**src/rtl/pc_pkg.sv**
```systemverilog
// Shared types and helpers for the fetch-stage program counter (pc_sequencer).
// The optional return-address stack is enabled with the PC_RAS_EN macro.
package pc_pkg;

    localparam int unsigned WORD_SIZE_DEF    = 32;
    localparam logic [31:0] RESET_VECTOR_DEF = 32'h0000_0000;
    localparam logic [31:0] EXC_VECTOR_DEF   = 32'h0000_0080;

    typedef enum logic [1:0] {
        ST_BOOT = 2'b00,
        ST_RUN  = 2'b01,
        ST_HALT = 2'b10
    } pc_state_e;

    // Mask that clears the low log2(instr_bytes) bits; instr_bytes is a power of two.
    function automatic logic [63:0] align_mask(input int unsigned instr_bytes);
        align_mask = ~(64'(instr_bytes) - 64'd1);
    endfunction

endpackage

```
**src/rtl/pc_ras.sv**
```systemverilog
// Circular return-address stack: a push onto a full stack overwrites the oldest entry,
// and a simultaneous push/pop replaces the top entry in place.
module pc_ras
    import pc_pkg::*;
#(
    parameter int unsigned WORD_SIZE = WORD_SIZE_DEF,
    parameter int unsigned DEPTH     = 4
) (
    input  logic                 clk,
    input  logic                 rst,
    input  logic                 i_push,
    input  logic                 i_pop,
    input  logic [WORD_SIZE-1:0] i_data,
    output logic [WORD_SIZE-1:0] o_top,
    output logic                 o_full,
    output logic                 o_empty
);

    localparam int unsigned PW = (DEPTH > 1) ? $clog2(DEPTH) : 1;
    localparam int unsigned CW = $clog2(DEPTH + 1);

    logic [WORD_SIZE-1:0] r_mem [DEPTH];
    logic [PW-1:0]        r_ptr;
    logic [CW-1:0]        r_cnt;
    logic [PW-1:0]        w_ptr_inc;
    logic [PW-1:0]        w_ptr_dec;

    assign w_ptr_inc = (r_ptr == PW'(DEPTH - 1)) ? {PW{1'b0}} : r_ptr + PW'(1);
    assign w_ptr_dec = (r_ptr == {PW{1'b0}}) ? PW'(DEPTH - 1) : r_ptr - PW'(1);

    assign o_top   = r_mem[w_ptr_dec];
    assign o_empty = (r_cnt == {CW{1'b0}});
    assign o_full  = (r_cnt == CW'(DEPTH));

    // Stack storage, write pointer and occupancy
    always_ff @(posedge clk or posedge rst) begin
        if (rst) begin
            r_ptr <= {PW{1'b0}};
            r_cnt <= {CW{1'b0}};
            for (int i = 0; i < int'(DEPTH); i++) begin
                r_mem[i] <= {WORD_SIZE{1'b0}};
            end
        end else begin
            if (i_push && i_pop) begin
                r_mem[w_ptr_dec] <= i_data;
            end else if (i_push) begin
                r_mem[r_ptr] <= i_data;
                r_ptr        <= w_ptr_inc;
                if (!o_full) begin
                    r_cnt <= r_cnt + CW'(1);
                end else begin
                    r_cnt <= r_cnt;
                end
            end else if (i_pop) begin
                r_ptr <= w_ptr_dec;
                r_cnt <= r_cnt - CW'(1);
            end else begin
                r_ptr <= r_ptr;
                r_cnt <= r_cnt;
            end
        end
    end

endmodule

```
**src/rtl/pc_sequencer.sv**
```systemverilog
// Fetch-stage program counter with BOOT/RUN/HALT sequencing and a saturating fetch count.
// Define PC_RAS_EN to add the call/return stack (pc_ras).
module pc_sequencer
    import pc_pkg::*;
#(
    parameter int unsigned          WORD_SIZE    = WORD_SIZE_DEF,
    parameter int unsigned          INSTR_BYTES  = 4,
    parameter logic [WORD_SIZE-1:0] RESET_VECTOR = WORD_SIZE'(RESET_VECTOR_DEF),
    parameter logic [WORD_SIZE-1:0] EXC_VECTOR   = WORD_SIZE'(EXC_VECTOR_DEF),
    parameter int unsigned          CNT_WIDTH    = 16,
    parameter int unsigned          RAS_DEPTH    = 4
) (
    input  logic                 clk,
    input  logic                 rst,
    input  logic                 stall_i,
    input  logic                 fetch_ready_i,
    input  logic                 redirect_i,
    input  logic [WORD_SIZE-1:0] redirect_pc_i,
    input  logic                 exc_i,
    input  logic                 halt_i,
    input  logic                 resume_i,
    input  logic                 call_i,
    input  logic                 ret_i,
    output logic [WORD_SIZE-1:0] pc_o,
    output logic                 pc_valid_o,
    output logic [WORD_SIZE-1:0] epc_o,
    output logic                 misalign_o,
    output logic [CNT_WIDTH-1:0] fetch_cnt_o
);

    localparam logic [WORD_SIZE-1:0] ALIGN_MASK = WORD_SIZE'(align_mask(INSTR_BYTES));
    localparam logic [WORD_SIZE-1:0] PC_STEP    = WORD_SIZE'(INSTR_BYTES);

    pc_state_e            r_state;
    logic [WORD_SIZE-1:0] r_pc;
    logic                 r_valid;
    logic [WORD_SIZE-1:0] r_epc;
    logic                 r_misalign;
    logic [CNT_WIDTH-1:0] r_cnt;

    logic                 w_accept;
    logic                 w_run;
    logic [WORD_SIZE-1:0] w_pc_seq;
    logic [WORD_SIZE-1:0] w_redir_pc;
    logic                 w_redir_mis;
    logic                 w_ret_take;
    logic [WORD_SIZE-1:0] w_ras_top;

    assign w_run       = (r_state == ST_RUN);
    assign w_accept    = r_valid & fetch_ready_i & ~stall_i;
    assign w_pc_seq    = r_pc + PC_STEP;
    assign w_redir_pc  = redirect_pc_i & ALIGN_MASK;
    assign w_redir_mis = |(redirect_pc_i & ~ALIGN_MASK);

`ifdef PC_RAS_EN
    logic w_push;
    logic w_pop;
    logic w_ras_empty;
    logic w_ras_full_unused;

    // A return only pops when it wins priority, or when it pairs with a call (pop then push).
    assign w_push     = w_run & ~exc_i & redirect_i & call_i;
    assign w_pop      = w_run & ~exc_i & ret_i & ~w_ras_empty & (~redirect_i | call_i);
    assign w_ret_take = w_run & ~exc_i & ~redirect_i & ret_i & ~w_ras_empty;

    pc_ras #(
        .WORD_SIZE (WORD_SIZE),
        .DEPTH     (RAS_DEPTH)
    ) u_ras (
        .clk     (clk),
        .rst     (rst),
        .i_push  (w_push),
        .i_pop   (w_pop),
        .i_data  (w_pc_seq),
        .o_top   (w_ras_top),
        .o_full  (w_ras_full_unused),
        .o_empty (w_ras_empty)
    );
`else
    logic w_unused;

    assign w_ret_take = 1'b0;
    assign w_ras_top  = {WORD_SIZE{1'b0}};
    assign w_unused   = &{1'b0, call_i, ret_i, RAS_DEPTH[0]};
`endif

    // Sequencer FSM with registered PC, fetch-valid, EPC and misalign pulse
    always_ff @(posedge clk or posedge rst) begin
        if (rst) begin
            r_state    <= ST_BOOT;
            r_pc       <= RESET_VECTOR;
            r_valid    <= 1'b0;
            r_epc      <= {WORD_SIZE{1'b0}};
            r_misalign <= 1'b0;
        end else begin
            r_misalign <= 1'b0;
            case (r_state)
                ST_BOOT: begin
                    r_state <= ST_RUN;
                    r_valid <= 1'b1;
                end
                ST_RUN: begin
                    if (exc_i) begin
                        r_pc  <= EXC_VECTOR;
                        r_epc <= r_pc;
                    end else if (redirect_i) begin
                        r_pc       <= w_redir_pc;
                        r_misalign <= w_redir_mis;
                    end else if (w_ret_take) begin
                        r_pc <= w_ras_top;
                    end else if (halt_i) begin
                        r_state <= ST_HALT;
                        r_valid <= 1'b0;
                    end else if (w_accept) begin
                        r_pc <= w_pc_seq;
                    end else begin
                        r_pc <= r_pc;
                    end
                end
                ST_HALT: begin
                    if (exc_i) begin
                        r_state <= ST_RUN;
                        r_valid <= 1'b1;
                        r_pc    <= EXC_VECTOR;
                        r_epc   <= r_pc;
                    end else if (resume_i) begin
                        r_state <= ST_RUN;
                        r_valid <= 1'b1;
                    end else begin
                        r_state <= ST_HALT;
                    end
                end
                default: begin
                    r_state <= ST_BOOT;
                    r_valid <= 1'b0;
                end
            endcase
        end
    end

    // Saturating count of accepted fetches
    always_ff @(posedge clk or posedge rst) begin
        if (rst) begin
            r_cnt <= {CNT_WIDTH{1'b0}};
        end else if (w_accept && (r_cnt != {CNT_WIDTH{1'b1}})) begin
            r_cnt <= r_cnt + CNT_WIDTH'(1);
        end else begin
            r_cnt <= r_cnt;
        end
    end

    assign pc_o        = r_pc;
    assign pc_valid_o  = r_valid;
    assign epc_o       = r_epc;
    assign misalign_o  = r_misalign;
    assign fetch_cnt_o = r_cnt;

endmodule

```
**config.mk**
```make
export PLATFORM = sky130hd
export DESIGN_NAME = pc_sequencer
export DESIGN_NICKNAME = d
export VERILOG_FILES = /design/src/rtl/pc_pkg.sv /design/src/rtl/pc_ras.sv /design/src/rtl/pc_sequencer.sv
export SDC_FILE = /design/constraint.sdc
export NUM_CORES = 1
export LEC_CHECK = 0
export BUFFER_PORTS_ARGS = -buffer_cell sky130_fd_sc_hd__buf_2
export CORE_UTILIZATION = 47
export CTS_CLUSTER_DIAMETER = 150
export CTS_CLUSTER_SIZE = 24
export DETAILED_ROUTE_END_ITERATION = 8
export PLACE_DENSITY = 0.88
export SYNTH_ARGS = -nofsm -noshare
export SYNTH_HDL_FRONTEND = slang
export SYNTH_SLANG_ARGS = --single-unit
export TNS_END_PERCENT = 1
```
**constraint.sdc**
```tcl
create_clock -name clk -period 2.35 [get_ports clk]
set_input_delay 0.47 -clock clk [delete_from_list [all_inputs] [get_ports clk]]
set_output_delay 0.47 -clock clk [all_outputs]
set_load 0.05 [all_outputs]
```
# Word-level counts from Yosys, hierarchy flattened
# Index checks and enable logic that the tools add are counted.
[word_totals]
mem_bits_rw = 0
reg_bits = 84
word_cells = 51
mem_count = 0
rom_bits = 0
out_inout_bits = 82
latch_bits = 0
inputBits = 42
[classes]
eq_ne = 10
n_reduce_logical = 9
bitwise_logic = 3
n_shift = 0
mux = 21
addsub = 2
order_cmp = 0
n_div = 0
multipliers = 0
[op_table]
columns = ["operator", "count"]
rows = [
  ["32-bit two-way mux", 5],
  ["32-bit one-hot mux with 2 select lines", 1],
  ["32-bit by 3-bit adder with 32-bit output, second input constant", 1],
  ["16-bit by 1-bit adder with 16-bit output, second input constant", 1],
  ["16-bit != test, second input constant", 1],
  ["2-bit two-way mux", 5],
  ["1-bit two-way mux", 8],
  ["2-bit != test, second input constant", 4],
  ["4-bit != test, second input constant", 2],
  ["4-bit AND reduction", 2],
  ["2-bit one-hot mux with 3 select lines", 1],
  ["2-bit OR reduction", 2],
  ["3-bit != test, second input constant", 1],
  ["1-bit one-hot mux with 3 select lines", 1],
  ["3-bit AND reduction", 1],
  ["1-bit AND", 2],
  ["2-bit by 1-bit == test with 1-bit output, second input constant", 1],
  ["2-bit == test, second input constant", 1],
  ["2-bit zero test", 1],
  ["2-bit AND reduction", 1],
  ["2-bit nonzero test", 1],
  ["1-bit logical AND", 1],
  ["1-bit NOT", 1],
]

# Longest topological paths before layout
[depth]
depth_word = 7
ltp_mapped = 9
mapped_depth_nobuf = 7

# Worst setup path after synthesis
# OpenSTA, ideal clock, no wires.
[synth_timing]
path_type = "reg2reg"
start = "reg r_pc[2], in the netlist pc_o[2]"
end = "reg r_pc[20], in the netlist pc_o[20]"
arrival_ns = 2.138
synth_period_minus_slack_ns = 2.262
path_buffers = 1
path_stages_with_launch = 8
required_time_ns = 2.226
slack_ns = 0.088
setup_time_ns = 0.124
cell_sequence = "dfrtp_1 -> ha_1 -> clkbuf_2 -> nand3_1 -> or4_4 -> o21ai_2 -> nand2_1 -> a211o_1"
[synth_between]
elab_chain_cells = 6
[synth_rtl]
columns = ["item", "line", "source"]
rows = [
  ["start: declaration", "pc_sequencer.sv:35", "logic [WORD_SIZE-1:0] r_pc;"],
  ["start signal: assignment", "pc_sequencer.sv:107", "r_pc <= w_redir_pc;"],
  ["start signal: assignment", "pc_sequencer.sv:110", "r_pc <= w_ras_top;"],
  ["start signal: assignment", "pc_sequencer.sv:115", "r_pc <= w_pc_seq;"],
  ["32-bit by 3-bit adder with 32-bit output", "pc_sequencer.sv:51", "assign w_pc_seq = r_pc + PC_STEP;"],
  ["32-bit two-way mux", "pc_sequencer.sv:114", "end else if (w_accept) begin"],
  ["32-bit two-way mux", "pc_sequencer.sv:111", "end else if (halt_i) begin"],
  ["32-bit two-way mux", "pc_sequencer.sv:106", "end else if (redirect_i) begin"],
  ["32-bit two-way mux", "pc_sequencer.sv:103", "if (exc_i) begin"],
  ["32-bit one-hot mux with 2 select lines", "pc_sequencer.sv:97", "case (r_state)"],
]
# Every way passes these cells. The select of a mux whose other input is x is not followed.
# A chain may end at the register's enable or synchronous reset.

# Worst setup path after layout
[layout_timing]
start = "reg r_state[0]"
end = "reg r_pc[28], in the netlist pc_o[28]"
[layout_between]
elab_chain_cells = 3
elab_cells_between_ends = 8
cone_classes = "eq/ne: 5; mux: 1; reduce/logical: 2"
[layout_rtl]
columns = ["item", "line", "source"]
rows = [
  ["start: declaration", "pc_sequencer.sv:34", "pc_state_e r_state;"],
  ["start signal: assignment", "pc_sequencer.sv:90", "r_state <= ST_BOOT;"],
  ["start signal: assignment", "pc_sequencer.sv:99", "r_state <= ST_RUN;"],
  ["start signal: assignment", "pc_sequencer.sv:112", "r_state <= ST_HALT;"],
  ["2-bit by 1-bit == test with 1-bit output / 2-bit == test (equally long branches)", "pc_sequencer.sv:97", ""],
  ["4-bit != test (no line) (tied with other cells)", "-", ""],
  ["4-bit AND reduction (no line)", "-", ""],
]
# Parallel ways exist; a longest one is shown, timed or not.

==> results.json <==
{
  "rsz0062_at_grt": "no",
  "critPathRequiredTime_ps": 2610,
  "dr_total_vias": 3879,
  "cts.repair.resized": 0,
  "initial_core_util_pct": 48.1,
  "synth_edf_count": 0,
  "nets": 592,
  "synth_top_area_share_pct": 47.9,
  "path_class": "reg2reg",
  "final.setup_skew_ps": 8.77,
  "worstSetupStartpointType": "register",
  "grt_max_degree": 32,
  "syn_inst": 422,
  "gp_congestion": 0.882,
  "die_y_um": 96.3,
  "p_per_area_nw_per_um2": 1410,
  "status": "complete, no violations",
  "dpl_cell_area_um2": 4940,
  "vias_per_cell": 5.90,
  "synth.area.top_cells": "dfrtp_1 48%, mux2_2 7.6%, o21ai_0 3.7%",
  "drt.antenna.violating_nets": 0,
  "rrSetupSlack_ps": 180,
  "ys_seq_area_share_pct": 47.9,
  "grt_pass1_vias": 3501,
  "crit_fanout": 9,
  "tns_ps": 0,
  "ioPinCount": 124,
  "fin_area_um2": 5170,
  "cts_root_buffer": "clkbuf_8",
  "yosysTopAreaCell": "dfrtp_1",
  "yosys_warnings": 0,
  "drv_cap": 0,
  "fp.dieW_um": 96.3,
  "rows": 34,
  "overflow": 0,
  "endpoint_kind": "register",
  "synthDistinctLibCells": 64,
  "post_cts_buffers": 0,
  "area_growth_pct": 23.7,
  "power.share.clock_pct": 15.6,
  "swShare_pct": 52.1,
  "finalWirelength_um": 10700,
  "layout_common_cells": "117 x buf_2, 80 x dfrtp_1, 40 x nand2_1, 31 x o21ai_0",
  "n_antenna_cell": 0,
  "io_buffers": 117,
  "cp_data_arrival_time_ps": 2430,
  "dieArea_um2": 9260,
  "p_sw_mw": 3.81,
  "final_common_cell": "buf_2",
  "async_flop_share_pct": 100,
  "synth-main-ff-cell": "dfrtp_1",
  "holdCritPathClass": "in2async",
  "drc_errors": 0,
  "syn-cell-area_um2": 4180,
  "fmax_mhz": 461,
  "ys_ff_latch": 80,
  "wl_per_cell_um": 16.3,
  "ir_worst_vdd_uv": 914,
  "power_frac_seq_pct": 32.7,
  "fin_crit_sh_pct": 92.2,
  "dpl.hpwl_um": 7970,
  "p_leak_nw": 2.51,
  "slew_viol_final": 0,
  "holdBufCountCts": 0,
  "drive_gt1_share_pct": 34.6,
  "antenna_found_initial": 0,
  "htreeDepth": 3,
  "combPwrFrac_pct": 51.7,
  "slew_headroom_pct": 54.0,
  "hold_viol_final": 0,
  "cts_made_buffers": 9,
  "cts_tree": "done",
  "post_synth.cell_area_avg_um2": 9.89,
  "power.internal_mw": 3.50,
  "grt_usage_pct": 24.0,
  "drt_iter0_drc": 171,
  "cts_max_path_buffers": 2,
  "path_clk_slew_ps": 90,
  "core_um2": 8680,
  "power_mw": 7.31,
  "cts.sinks": 80,
  "clock_latency_ps": 360,
  "dr.pass1.iters": 4,
  "period_minus_slack_ps": 2170,
  "grt_pass1_wl_um": 16700,
  "tightest_slew_ps": 689,
  "setup_violations": 0
}
-- metal layers --
metal  routed length (um)  track usage, %  up-vias
met3                  824            4.66       34
met1                 4560            31.1     1863
met4                  346            12.4        0
met2                 5010            37.9      180
li1                     -               -     1802
met5                    0               0        -
-- worst paths after layout --
| kind | to | startpoint | cells past startpoint |
|---|---|---|---|
| hold reg to reg | epc_o[6] | epc_o[6] | 2 |
| max in group asynchronous | pc_o[20] | rst | 3 |
| setup / recovery | pc_o[28] | r_state[0] | 7 |
| hold / removal | fetch_cnt_o[11] | rst | 2 |
| min in group clk | pc_o[23] | redirect_pc_i[23] | 3 |
| setup reg to reg | pc_o[28] | r_state[0] | 7 |
-- synthesized netlist by cell type (all sizes together), types with 4 or more instances --
master,number
nor4,10
a31oi,6
and4,4
dfrtp,80
nand4,12
nor2,29
nand3,26
inv,10
a21oi,20
buf,14
o211ai,5
ha,6
and3,10
mux2,28
o21ai,34
nand2,40
a22oi,6
xnor2,11
nor3,11
clkbuf,11
o311ai,7
-- sequential cells by signal (all words and copies together) (netlist names) --
signal and cells:
epc_o 30, pc_o 30, fetch_cnt_o 16, r_state 2
misalign_o 1, pc_valid_o 1
-- worst max-delay path, stage by stage, from the launching register on --
cell,delay (ps)
dfrtp_1,440
inv_1,100
ha_1,290
nor2_2,270
and3_1,430
nand2_1,80
and3_1,180
a311oi_1,270
-- power by group through the flow --
| stage | Sequential, mW | Combinational (mW) | Clock (mW) |
|---|---|---|---|
| floorplan | 3.81 | 1.32 | 0 |
| global placement | 2.36 | 3.67 | 0 |
| detailed placement | 2.40 | 3.75 | 0 |
| CTS | 2.38 | 3.76 | 1.16 |
| global route | 2.47 | 4.00 | 1.21 |
| finish | 2.39 | 3.78 | 1.14 |
-- kinds of logic (layout without fill, tap and decap cells) --
family,count (synthesis),count (layout),share of synthesized area (%)
xor gates and xnor gates,14,14,2.94
DFF,80,80,47.9
other,1,4,0.0898
and+or+nand+nor,155,155,19.7
buffers and inverters,35,159,3.78
muxes,30,30,8.03
AOI/OAI and AO/OA,101,101,15.8
adders and majority gates,6,6,1.80
-- stage by stage --
| stage | hold WS, ps | instances | setup WS [ps] | utilization, % |
|---|---|---|---|---|
| floorplan | 525 | 425 | 87.6 | - |
| global placement | 463 | 641 | 111 | 56.9 |
| detailed placement | 468 | 641 | 106 | 56.9 |
| CTS | 220 | 657 | 146 | 59.4 |
| global route | 261 | 657 | 62.6 | 59.5 |
| finish | 205 | 657 | 182 | 59.5 |
-- final cells by class --
| type | instances | area [um^2] |
|---|---|---|
| Fill cell | 746 | 3510 |
| Multi-Input combinational cell | 310 | 2040 |
| Sequential cell | 80 | 2000 |
| Timing Repair Buffer | 133 | 731 |
| Tap cell | 108 | 135 |
| Clock buffer | 10 | 128 |
| Clock inverter | 6 | 92.6 |
| Inverter | 10 | 41.3 |
Note: power is estimated with default switching activity, not from simulation.
